**src/rtl/goldschmidt_ctrl_if.sv**
```systemverilog
// rtl/goldschmidt_ctrl_if.sv - request/response and datapath control bundle for goldschmidt_ctrl
interface goldschmidt_ctrl_if #(
   parameter int WIDTH = 16
);
   logic             start;
   logic [WIDTH-1:0] n_in;
   logic [WIDTH-1:0] d_in;
   logic [WIDTH-1:0] ia_in;
   logic [WIDTH-1:0] result;
   logic [WIDTH-1:0] N;
   logic [WIDTH-1:0] D;
   logic [WIDTH-1:0] IA;
   logic             load_regN;
   logic             load_regD;
   logic [1:0]       sel_ND_mux;
   logic             sel_K_mux;
   logic             busy;
   logic             done;
   logic [WIDTH-1:0] quotient;

   modport master (
      output start, n_in, d_in, ia_in, result,
      input  N, D, IA, load_regN, load_regD, sel_ND_mux, sel_K_mux, busy, done, quotient
   );

   modport slave (
      input  start, n_in, d_in, ia_in, result,
      output N, D, IA, load_regN, load_regD, sel_ND_mux, sel_K_mux, busy, done, quotient
   );
endinterface

```
**src/rtl/goldschmidt_ctrl.sv**
```systemverilog
// rtl/goldschmidt_ctrl.sv - Goldschmidt divider sequencer: latches operands, steps the datapath, captures the quotient
module goldschmidt_ctrl #(
   parameter int WIDTH = 16,
   parameter int ITERS = 4
) (
   input logic               clk,
   input logic               reset,
   goldschmidt_ctrl_if.slave bus
);
   localparam int CNT_W = (ITERS > 1) ? $clog2(ITERS) : 1;
   localparam logic [CNT_W-1:0] LAST_ITER = CNT_W'(ITERS - 1);

   typedef enum logic [2:0] {
      S_IDLE,
      S_INIT_D,
      S_INIT_N,
      S_ITER_D,
      S_ITER_N,
      S_CAPTURE
   } state_t;

   state_t           state_q, state_d;
   logic [CNT_W-1:0] iter_cnt_q, iter_cnt_d;
   logic [WIDTH-1:0] n_q, n_d;
   logic [WIDTH-1:0] d_q, d_d;
   logic [WIDTH-1:0] ia_q, ia_d;
   logic [WIDTH-1:0] quot_q, quot_d;
   logic             done_q, done_d;

   logic             load_regN_o, load_regD_o, sel_K_mux_o, busy_o;
   logic [1:0]       sel_ND_mux_o;

   always_ff @(posedge clk or posedge reset) begin
      if (reset) begin
         state_q    <= S_IDLE;
         iter_cnt_q <= '0;
         n_q        <= '0;
         d_q        <= '0;
         ia_q       <= '0;
         quot_q     <= '0;
         done_q     <= 1'b0;
      end else begin
         state_q    <= state_d;
         iter_cnt_q <= iter_cnt_d;
         n_q        <= n_d;
         d_q        <= d_d;
         ia_q       <= ia_d;
         quot_q     <= quot_d;
         done_q     <= done_d;
      end
   end

   // Controls are pure Moore decode so reset forces the IDLE pattern without waiting for a clock.
   always_comb begin
      state_d      = state_q;
      iter_cnt_d   = iter_cnt_q;
      n_d          = n_q;
      d_d          = d_q;
      ia_d         = ia_q;
      quot_d       = quot_q;
      done_d       = 1'b0;
      load_regD_o  = 1'b0;
      load_regN_o  = 1'b0;
      sel_ND_mux_o = 2'b00;
      sel_K_mux_o  = 1'b1;
      busy_o       = 1'b0;

      case (state_q)
         S_IDLE: begin
            if (bus.start) begin
               state_d = S_INIT_D;
               n_d     = bus.n_in;
               d_d     = bus.d_in;
               ia_d    = bus.ia_in;
            end
         end
         S_INIT_D: begin
            load_regD_o = 1'b1;
            busy_o      = 1'b1;
            state_d     = S_INIT_N;
         end
         S_INIT_N: begin
            load_regN_o  = 1'b1;
            sel_ND_mux_o = 2'b01;
            busy_o       = 1'b1;
            iter_cnt_d   = '0;
            state_d      = S_ITER_D;
         end
         S_ITER_D: begin
            load_regD_o  = 1'b1;
            sel_ND_mux_o = 2'b10;
            sel_K_mux_o  = 1'b0;
            busy_o       = 1'b1;
            state_d      = S_ITER_N;
         end
         S_ITER_N: begin
            load_regN_o  = 1'b1;
            sel_ND_mux_o = 2'b11;
            sel_K_mux_o  = 1'b0;
            busy_o       = 1'b1;
            if (iter_cnt_q < LAST_ITER) begin
               iter_cnt_d = iter_cnt_q + CNT_W'(1);
               state_d    = S_ITER_D;
            end else begin
               state_d    = S_CAPTURE;
            end
         end
         S_CAPTURE: begin
            busy_o  = 1'b1;
            quot_d  = bus.result;
            done_d  = 1'b1;
            state_d = S_IDLE;
         end
         default: state_d = S_IDLE;
      endcase
   end

   assign bus.N          = n_q;
   assign bus.D          = d_q;
   assign bus.IA         = ia_q;
   assign bus.quotient   = quot_q;
   assign bus.done       = done_q;
   assign bus.busy       = busy_o;
   assign bus.load_regN  = load_regN_o;
   assign bus.load_regD  = load_regD_o;
   assign bus.sel_ND_mux = sel_ND_mux_o;
   assign bus.sel_K_mux  = sel_K_mux_o;
endmodule

```
**src/flat_wrapper.sv**
```systemverilog
// flat-port wrapper written by rule: the top's interface ports become plain ports
module goldschmidt_ctrl_flat 
#(
   parameter int WIDTH = 16,
   parameter int ITERS = 4
)
  (clk, reset, bus_start, bus_n_in, bus_d_in, bus_ia_in, bus_result, bus_N, bus_D, bus_IA, bus_load_regN, bus_load_regD, bus_sel_ND_mux, bus_sel_K_mux, bus_busy, bus_done, bus_quotient);
  goldschmidt_ctrl_if #(.WIDTH(WIDTH)) bus_i ();
  input logic clk;
  input logic reset;
  input wire logic [$bits(bus_i.start)-1:0] bus_start;
  input wire logic [$bits(bus_i.n_in)-1:0] bus_n_in;
  input wire logic [$bits(bus_i.d_in)-1:0] bus_d_in;
  input wire logic [$bits(bus_i.ia_in)-1:0] bus_ia_in;
  input wire logic [$bits(bus_i.result)-1:0] bus_result;
  output wire logic [$bits(bus_i.N)-1:0] bus_N;
  output wire logic [$bits(bus_i.D)-1:0] bus_D;
  output wire logic [$bits(bus_i.IA)-1:0] bus_IA;
  output wire logic [$bits(bus_i.load_regN)-1:0] bus_load_regN;
  output wire logic [$bits(bus_i.load_regD)-1:0] bus_load_regD;
  output wire logic [$bits(bus_i.sel_ND_mux)-1:0] bus_sel_ND_mux;
  output wire logic [$bits(bus_i.sel_K_mux)-1:0] bus_sel_K_mux;
  output wire logic [$bits(bus_i.busy)-1:0] bus_busy;
  output wire logic [$bits(bus_i.done)-1:0] bus_done;
  output wire logic [$bits(bus_i.quotient)-1:0] bus_quotient;
  assign bus_i.start = bus_start;
  assign bus_i.n_in = bus_n_in;
  assign bus_i.d_in = bus_d_in;
  assign bus_i.ia_in = bus_ia_in;
  assign bus_i.result = bus_result;
  assign bus_N = bus_i.N;
  assign bus_D = bus_i.D;
  assign bus_IA = bus_i.IA;
  assign bus_load_regN = bus_i.load_regN;
  assign bus_load_regD = bus_i.load_regD;
  assign bus_sel_ND_mux = bus_i.sel_ND_mux;
  assign bus_sel_K_mux = bus_i.sel_K_mux;
  assign bus_busy = bus_i.busy;
  assign bus_done = bus_i.done;
  assign bus_quotient = bus_i.quotient;
  goldschmidt_ctrl #(.WIDTH(WIDTH), .ITERS(ITERS)) u_core (.clk(clk), .reset(reset), .bus(bus_i));
endmodule
```
**config.mk**
```make
export PLATFORM = sky130hd
export DESIGN_NAME = goldschmidt_ctrl_flat
export DESIGN_NICKNAME = d
export VERILOG_FILES = /design/src/rtl/goldschmidt_ctrl_if.sv /design/src/rtl/goldschmidt_ctrl.sv /design/src/flat_wrapper.sv
export SDC_FILE = /design/constraint.sdc
export NUM_CORES = 1
export LEC_CHECK = 0
export ABC_AREA = 1
export CAP_MARGIN = 20
export CORE_MARGIN = 5
export CORE_UTILIZATION = 32
export CTS_CLUSTER_SIZE = 8
export DETAILED_ROUTE_END_ITERATION = 7
export PLACE_DENSITY = 0.62
export SYNTH_ARGS = -nofsm -noshare
export SYNTH_HDL_FRONTEND = slang
export SYNTH_SLANG_ARGS = --single-unit
export TNS_END_PERCENT = 50
```
**constraint.sdc**
```tcl
create_clock -name clk -period 2.8 [get_ports clk]
set_input_delay 0.42 -clock clk [delete_from_list [all_inputs] [get_ports clk]]
set_output_delay 0.42 -clock clk [all_outputs]
set_load 0.1 [all_outputs]
```
==> metrics.txt <==
CP delay by family, top=simple AND/OR/NAND/NOR gates; Clock Skew=0.0110 ns; setup total negative slack=0 ns; CP max stage delay=about 0.46 ns; antenna violations before repair=0; number of clock sinks=70; Avg Inst Size Synth=between 8 and 9 um^2; Slew @ Worst Pin=0.553 ns; FF-to-FF Start=u_core.state_q[1]; post-synthesis cell count=around 310; pin count of the biggest net entering global routing=49; endpoint class of the critical path=output port; clock latency on the worst-skew pair=0.33 ns; initial core utilization=0.331; hold_buf cts=0; Core Area=slightly above 8000 um^2; Inserted Diodes=0; share of post-route cells with drive strength above 1=0.217; Final Hold Vio Count=0; total setup buffers inserted after CTS=0; Num CTS Buffers=9; H-tree depth=3; Post-Syn Area=2750 um^2; final setup fails=0; Final Cycle Share=0.807; FF+latch count, synth=70; Detail Route Antenna Nets=0; post-CTS sizing=0; unrepaired setup endpoints after global routing=no; vias in the first global route=about 2300; critical path class=flip-flop to output port; Cell Count, Final, Fillers Out=approximately 560; row count=33; total track usage=0.138; initial DRC count=about 60; Max Cap Violations=0; total gr overflow=0; CTS tree=yes; drt total wl=7.23 mm; fill cell count=813; status=complete, no violations; CTS clk-pin slew, worst paths=about 0.080 ns; crit path launch type=flip-flop; Die Ht=103 um; multi-input logic area=between 800 and 900 um^2; DRC=0; most frequent cells in the layout=nand2_1 (199), buf_4 (71), dfrtp_1 (70); Die X=103 um; CP bufs+invs=2; crit path max fanout=18; Seq/Total Area, Yosys=0.638; YS warnings=0; Data arrival, critical path=around 1.8 ns; DP Cell Count=about 540; max_slew headroom=0.631; Fmax achieved=approximately 0.44 GHz; Final nets=around 520; Routability Congestion=~0.82; Worst path slowest cell=dfrtp_1; Worst Setup SP=u_core.state_q[0]; first-pass GRT wire length=11.3 mm; vias per cell=approximately 4.3; Longest Clk Path Bufs=2; Die ar.=10500 um^2; area grow syn2layout=53.5%; Slew Limit Fails=0; register area=between 1500 and 2000 um^2; IO Count=between 100 and 150; Netlist cell types=14; root buffer cell=clkbuf_8; vias=around 2400; net count after synthesis=roughly 380; HP Class=primary input to asynchronous set/reset pin; fin crit period=about 2.3 ns; worst path required time=around 2.4 ns; CP Cell Sequence=nand3_2, inv_2, nor2_1, nand2_1, buf_12; commonest non-fill, non-tap cell in the layout=nand2_1; WL per Instance=around 13 um; input/output buffers=between 100 and 150; DR pass1 iterations=4; Final HPWL DP=5.26 mm
-- state kept, by name (all words and copies together), names as in the netlist --
name                 flops
u_core.bus.D            16
u_core.bus.IA           16
u_core.bus.N            16
u_core.bus.quotient     16
u_core.state_q           3
u_core.iter_cnt_q        2
u_core.bus.done          1
-- area by class of cell --
class	instances	area share
Sequential cell	70	0.416
Timing Repair Buffer	140	0.298
Multi-Input combinational cell	215	0.202
Clock buffer	11	0.0359
Tap cell	105	0.0312
Inverter	11	0.00980
Clock inverter	5	0.00802
-- metrics by stage --
step / util / cell area, um^2 / worst slack, ns / hold slack [ns]
2_1_floorplan: - / 2750 / 0.265 / 0.473
3_3_place_gp: 0.485 / 4030 / 0.877 / 0.463
3_5_place_dp: 0.485 / 4030 / 0.875 / 0.469
4_1_cts: 0.508 / 4210 / 0.489 / 0.460
5_1_grt: 0.508 / 4210 / 0.342 / 0.499
6_report: 0.508 / 4210 / 0.540 / 0.456
-- routing by layer --
layer | share of wire | global-route usage | up-vias
li1 | - | - | 1200
met1 | 0.42 | 0.175 | 1083
met2 | 0.47 | 0.221 | 85
met3 | 0.099 | 0.0474 | 7
met4 | 0.011 | 0.0484 | 0
met5 | 0 | 0 | -
-- worst paths after layout --
check	to	slack, ns	cells after the start
worst max-delay path	bus_busy	0.54	5
worst min-delay path	u_core.bus.quotient[6]	0.46	2
worst max register to register	u_core.bus.IA[11]	1.39	6
worst min register to register	u_core.bus.IA[12]	0.49	2
max in group asynchronous	u_core.bus.D[6]	1.68	3
min in group clk	u_core.bus.IA[12]	0.49	2
-- cells in the mapped netlist, drive strengths merged --
cell type | number | area, um^2
nand2 | 199 | 747
dfrtp | 70 | 1750
buf | 13 | 101
inv | 11 | 41.3
nand3 | 9 | 55.1
nor2 | 3 | 18.8
nand4 | 2 | 12.5
ha | 1 | 12.5
o21ai | 1 | 5.00
-- cell families (layout without fill, tap and decap cells) --
logic type                 after synthesis  in the layout  share of synthesized area
AOI/OAI and AO/OA                        1              1                    0.00182
adders and majority gates                1              1                    0.00456
buffers and inverters                   24            167                     0.0520
DFF                                     70             70                      0.638
and+or+nand+nor                        213            213                      0.304
Power is not shown: default switching activity piles up to over one toggle a cycle in this logic, so the estimate is an artifact.
